File: src/rtl/param_rr_arbiter_mux.sv
// param_rr_arbiter_mux
// Round-robin arbiter feeding a registered output stage. Several valid/ready
// producers share one output word register. A grant may be held for up to
// BURST_LEN consecutive beats. After that the search pointer moves past the
// owner, so every other requester gets a turn before the owner is served again.
module param_rr_arbiter_mux #(
   parameter int DATA_WIDTH     = 8,
   parameter int INPUT_CHANNELS = 4,
   parameter int BURST_LEN      = 1
) (
   input  logic                                 clk,
   input  logic                                 rst_n,
   input  logic [INPUT_CHANNELS-1:0]            in_valid,
   input  logic [INPUT_CHANNELS*DATA_WIDTH-1:0] in_data,
   output logic [INPUT_CHANNELS-1:0]            in_ready,
   output logic                                 out_valid,
   output logic [DATA_WIDTH-1:0]                out_data,
   output logic [$clog2(INPUT_CHANNELS)-1:0]    out_chan,
   input  logic                                 out_ready,
   output logic [INPUT_CHANNELS-1:0]            grant
);

   localparam int PW = $clog2(INPUT_CHANNELS);
   localparam int CW = $clog2(BURST_LEN + 1);
   localparam logic [INPUT_CHANNELS-1:0] ONE_HOT0 = {{(INPUT_CHANNELS-1){1'b0}}, 1'b1};

   // Ownership state is carried by grant itself: zero means nobody owns the output.
   typedef enum logic {ST_IDLE = 1'b0, ST_OWN = 1'b1} state_t;

   logic                      out_valid_q, out_valid_d;
   logic [DATA_WIDTH-1:0]     out_data_q,  out_data_d;
   logic [PW-1:0]             out_chan_q,  out_chan_d;
   logic [INPUT_CHANNELS-1:0] grant_q,     grant_d;
   logic [PW-1:0]             ptr_q,       ptr_d;
   logic [CW-1:0]             cnt_q,       cnt_d;

   state_t                    state_s;
   logic                      load_s;
   logic                      accept_s;
   logic                      owner_valid_s;
   logic [PW-1:0]             owner_idx_s;
   logic [PW-1:0]             rr_idx_s;
   logic [PW-1:0]             sel_idx_s;
   logic [INPUT_CHANNELS-1:0] sel_s;
   logic [DATA_WIDTH-1:0]     word_s;
   logic [CW-1:0]             cnt_post_s;

   // Channel index reached by stepping k places up from base, wrapping at the channel count.
   function automatic logic [PW-1:0] rot_idx(input logic [PW-1:0] base, input int k);
      return PW'((int'(base) + k) % INPUT_CHANNELS);
   endfunction

   // Channel index that follows i, wrapping from the last channel back to channel 0.
   function automatic logic [PW-1:0] next_idx(input logic [PW-1:0] i);
      return (i == PW'(INPUT_CHANNELS - 1)) ? '0 : i + 1'b1;
   endfunction

   assign state_s  = (grant_q != '0) ? ST_OWN : ST_IDLE;
   assign load_s   = !out_valid_q || out_ready;
   assign accept_s = load_s && (sel_s != '0);
   assign in_ready = (rst_n && load_s) ? sel_s : '0;

   // Pick the channel: the owner keeps priority while it is valid, otherwise do a rotating search from ptr.
   always_comb begin
      owner_idx_s = '0;
      for (int i = 0; i < INPUT_CHANNELS; i++) begin
         owner_idx_s = owner_idx_s | (grant_q[i] ? PW'(i) : '0);
      end
      owner_valid_s = |(grant_q & in_valid);
      // Walk downwards so that the candidate closest to ptr is the one kept.
      rr_idx_s = '0;
      for (int k = INPUT_CHANNELS - 1; k >= 0; k--) begin
         rr_idx_s = in_valid[rot_idx(ptr_q, k)] ? rot_idx(ptr_q, k) : rr_idx_s;
      end
      sel_idx_s = '0;
      sel_s     = '0;
      if (owner_valid_s) begin
         sel_idx_s = owner_idx_s;
         sel_s     = grant_q;
      end else if (in_valid != '0) begin
         sel_idx_s = rr_idx_s;
         sel_s     = ONE_HOT0 << rr_idx_s;
      end else begin
         sel_idx_s = '0;
         sel_s     = '0;
      end
   end

   // One-hot OR mux of the selected channel word.
   always_comb begin
      word_s = '0;
      for (int i = 0; i < INPUT_CHANNELS; i++) begin
         word_s = word_s | (sel_s[i] ? in_data[i*DATA_WIDTH +: DATA_WIDTH] : '0);
      end
   end

   // Next state for the output register, the grant, the burst counter and the search pointer.
   always_comb begin
      out_valid_d = out_valid_q;
      out_data_d  = out_data_q;
      out_chan_d  = out_chan_q;
      grant_d     = grant_q;
      ptr_d       = ptr_q;
      cnt_d       = cnt_q;
      cnt_post_s  = {{(CW-1){1'b0}}, 1'b1};
      if (accept_s) begin
         out_valid_d = 1'b1;
         out_data_d  = word_s;
         out_chan_d  = sel_idx_s;
         case (state_s)
            ST_OWN:  cnt_post_s = owner_valid_s ? cnt_q + 1'b1 : {{(CW-1){1'b0}}, 1'b1};
            ST_IDLE: cnt_post_s = {{(CW-1){1'b0}}, 1'b1};
            default: cnt_post_s = {{(CW-1){1'b0}}, 1'b1};
         endcase
         // A finished burst always releases the grant and moves the pointer past the channel just served.
         if (cnt_post_s == CW'(BURST_LEN)) begin
            grant_d = '0;
            cnt_d   = '0;
            ptr_d   = next_idx(sel_idx_s);
         end else begin
            grant_d = sel_s;
            cnt_d   = cnt_post_s;
         end
      end else if (load_s) begin
         // Nothing to send: the register drains, and an owner that went quiet gives up its grant.
         out_valid_d = 1'b0;
         grant_d     = '0;
         cnt_d       = '0;
         ptr_d       = (state_s == ST_OWN) ? next_idx(owner_idx_s) : ptr_q;
      end else begin
         // Downstream is stalled: everything keeps its value.
         out_valid_d = out_valid_q;
         grant_d     = grant_q;
      end
   end

   // State registers; reset clears any pending output word immediately.
   always_ff @(posedge clk or negedge rst_n) begin
      if (!rst_n) begin
         out_valid_q <= 1'b0;
         out_data_q  <= '0;
         out_chan_q  <= '0;
         grant_q     <= '0;
         ptr_q       <= '0;
         cnt_q       <= '0;
      end else begin
         out_valid_q <= out_valid_d;
         out_data_q  <= out_data_d;
         out_chan_q  <= out_chan_d;
         grant_q     <= grant_d;
         ptr_q       <= ptr_d;
         cnt_q       <= cnt_d;
      end
   end

   assign out_valid = out_valid_q;
   assign out_data  = out_data_q;
   assign out_chan  = out_chan_q;
   assign grant     = grant_q;

endmodule

File: config.mk
export PLATFORM = sky130hd
export DESIGN_NAME = param_rr_arbiter_mux
export DESIGN_NICKNAME = d
export VERILOG_FILES = /design/src/rtl/param_rr_arbiter_mux.sv
export SDC_FILE = /design/constraint.sdc
export NUM_CORES = 1
export LEC_CHECK = 0
export ABC_CLOCK_PERIOD_IN_PS = 1500
export BUFFER_PORTS_ARGS = -buffer_cell sky130_fd_sc_hd__buf_2
export CAP_MARGIN = 5
export CORE_MARGIN = 3
export CORE_UTILIZATION = 39
export CTS_BUF_LIST = sky130_fd_sc_hd__clkbuf_8
export CTS_CLUSTER_DIAMETER = 200
export DETAILED_ROUTE_END_ITERATION = 16
export HOLD_SLACK_MARGIN = 0.05
export PLACE_DENSITY_LB_ADDON = 0.3
export SKIP_CTS_REPAIR_TIMING = 1
export SYNTH_ARGS = -nofsm -noshare
export SYNTH_HDL_FRONTEND = slang
export SYNTH_SLANG_ARGS = --single-unit
File: constraint.sdc
create_clock -name clk -period 1.5 [get_ports clk]
set_clock_uncertainty 0.15 [all_clocks]
set_input_delay 0.075 -clock clk [delete_from_list [all_inputs] [get_ports clk]]
set_output_delay 0.075 -clock clk [all_outputs]
set_load 0.01 [all_outputs]
==> results.md <==
* Status: finished with violations
* Failing checks: setup timing
* Worst path most repeated cell: nor2b_1
* Flop pwr share at 29.3%
* Placed insts at around 190
* CTS tree: done
* GRT Residual Overflow at 0
* Register bit count reported by yosys at 13
* Crit path arrival time at 1.56 ns
* Total wire length at between 4000 and 5000 um
* Int Pwr at 1144 uW
* Final hold viol count at 0
* Netlist cell types at 30
* Worst Setup End Kind: output port
* Post-Layout Cell Count at 228
* WP data required at 1.27 ns
* Most common cell after layout, fill and taps aside: buf_2
* Crit path time final at 1.782 ns
* Fmax at between 0.5 and 0.6 GHz
* Sw frac at 37.73%
* Die extent in y at 53.69 um
* Core box area at 2062 sq um
* Crit path max fanout at 5
* Critical Path Max Stage Delay at 0.45 ns
* CP top delay family: flip-flops
* Number of global-route vias before repair at 915
* Wire per inst at 17.68 um
* Drt pass-1 iters at 5
* Die W at around 54 um
* Slew Viols, Final at 0
* First-pass GRT wire length at 3988 um
* First DRT Iteration DRCs at 72
* Layout area overhead at 94.22%
* Top FF cell, synth: dfrtp_1
* Cts bufs inserted at 3
* Highest-delay cell along the critical path: dfrtp_2
* Gate power share at 54.0%
* Area of the die at 2883 sq um
* Number of remaining DRC errors at 0
* # port buffers at 53
* Synth Warn # at 0
* Crit-path cells: nor2b_1, nor2_1, o311a_4, nor2b_1, buf_2
* Post-route setup slack at -0.2817 ns
* Final HPWL DP at 2172 um
* Worst Setup Path Type: reg -> out
* Max-cap viol count at 0
* Async S/R FF share, synth at 100.0%
* Power per Cell Area at roughly 1100 nW/um^2
* Antenna-violating nets left at 0
* Period utilization at 118.8%
* Commonest cells after routing, fill and taps aside: buf_2 (53), dlygate4sd3_1 (30), a21oi_1 (17), buf_4 (17), dfrtp_1 (11)
* Post-Syn Area at 887.1 sq um
* Starting Density at 43.02%
* GRT Overall Usage at 19.12%
* Worst path bufs/invs at 1
* Sequential area share after synthesis at 36.67%
* Post-DR vias/cell at 5.583
* Share of cells above drive strength 1 at between 40% and 50%
* Htree depth at 1
* IR drop worst, VDD at around 1100 uV
* Syn_area_per_cell at between 8 and 9 sq um
* Initial antenna violation count at 0
* Clock power frac at 16.7%
* Fin Setup TNS at -3.510 ns
* Largest net degree at the start of global routing at 14
* # IOs at 58
* Total net switching power at 693.3 uW
* Final setup vio count at 16
* Longest Clk Path Bufs at 2
* N_diodes at 0
* # clock sinks at 13
* Type of origin of the critical path: flop
* Clk_lat worst skew at 0.25 ns
* P_leak at about 0.00083 uW
* Vias at 1273
* Unrepaired setup endpoints after global routing: true
* CTS Root Cell: clkbuf_8
* EDFF count, synth at 0
* Reg-to-reg setup timing slack at -0.27 ns
* Clock-pin slew on the worst setup and hold paths at 0.06 ns
* Mapped Cells at 101
* # rows at 16
* Gpl congestion at 0.8283
* Fillers at 119
* Final net count at approximately 240
* Hold crit path type: in -> reg
## worst reg2reg max path: cells and delay by family, from the launching register on
family	cells	cell delay (ns)
flip-flops	1	0.43
AO/OA/AOI/OAI	3	0.78
AND/OR/NAND/NOR	2	0.14
buffers and inverters	1	0.14
## metrics by stage
stage / instance area (sq um) / worst slack, ns / util, % / total power, uW / hold WS (ns)
floorplan: 908.4 / -0.06011 / - / 948.2 / -0.3706
global placement: 1247 / -0.2300 / 60.50 / 1201 / -0.1008
detailed placement: 1247 / -0.2904 / 60.50 / 1223 / -0.09058
CTS: 1292 / -0.5374 / 62.68 / 1532 / -0.3499
global route: 1723 / -0.3605 / 83.56 / 1928 / 0.05711
finish: 1723 / -0.2817 / 83.56 / 1837 / 0.02816
## state kept, by name, summed over array words and instances, names as in the netlist
register   cells
out_chan       2
out_data       8
out_valid      1
ptr_q          2
## metal layers
metal | global-route usage, % | share of wire, % | wire length (um)
met5 | 0 | 0 | 0
met2 | 30.04 | 53 | 2148
met4 | 8.511 | 1.8 | 72
met1 | 25.94 | 38 | 1534
met3 | 2.493 | 6.8 | 276
## kinds of logic after synthesis
kind of cell    after synthesis  synth area share (%)
buf+inv                      15                 11.99
other cells                   1                0.4227
flops                        13                 36.67
simple gates                 29                 17.35
compound gates               43                 33.57
## path summary, 6_finish.rpt
path / startpoint / end / depth (start not counted)
setup / recovery: ptr_q[0]$_DFFE_PN0P_ / in_ready[0] / 5
hold / removal: in_data[15] / out_data[7]$_DFFE_PN0P_ / 3
setup reg to reg: ptr_q[0]$_DFFE_PN0P_ / ptr_q[1]$_DFFE_PN0P_ / 6
hold reg to reg: out_chan[0]$_DFFE_PN0P_ / out_chan[0]$_DFFE_PN0P_ / 1
max in group asynchronous: rst_n / ptr_q[1]$_DFFE_PN0P_ / 3
min in group asynchronous: rst_n / out_data[4]$_DFFE_PN0P_ / 3
## cell usage after synthesis, drive strengths merged, types with 2 or more instances
cell type / n / area share [%]
nor2: 12 / 5.4
o21ai: 5 / 2.8
dfrtp: 13 / 37
nor3: 3 / 1.7
a21o: 2 / 1.7
nor2b: 5 / 3.5
inv: 5 / 2.1
a211oi: 2 / 1.7
a222oi: 9 / 10
a21oi: 19 / 11
buf: 9 / 8.3
nand2: 5 / 2.1
## power by group through the flow
stage / Clock (uW) / Combinational (uW) / Sequential [uW]
after floorplan: 0 / 412 / 536
after detailed placement: 0 / 707 / 516
after global placement: 0 / 687 / 514
after CTS: 308 / 711 / 512
final: 307 / 992 / 538
after global routing: 329 / 1050 / 545
## final cells by class
cell class              instances  area (sq um)  area share (%)
multi-input cells              76         561.8           32.61
repair buffers                103         735.7           42.70
flip-flops and latches         13         327.8           19.03
inverters                       5         18.77           1.089
clock buffers                   3         41.29           2.397
well taps                      27         33.78           1.961
clock inverters                 1         3.754          0.2179
Note: power is estimated with default switching activity, not from simulation.
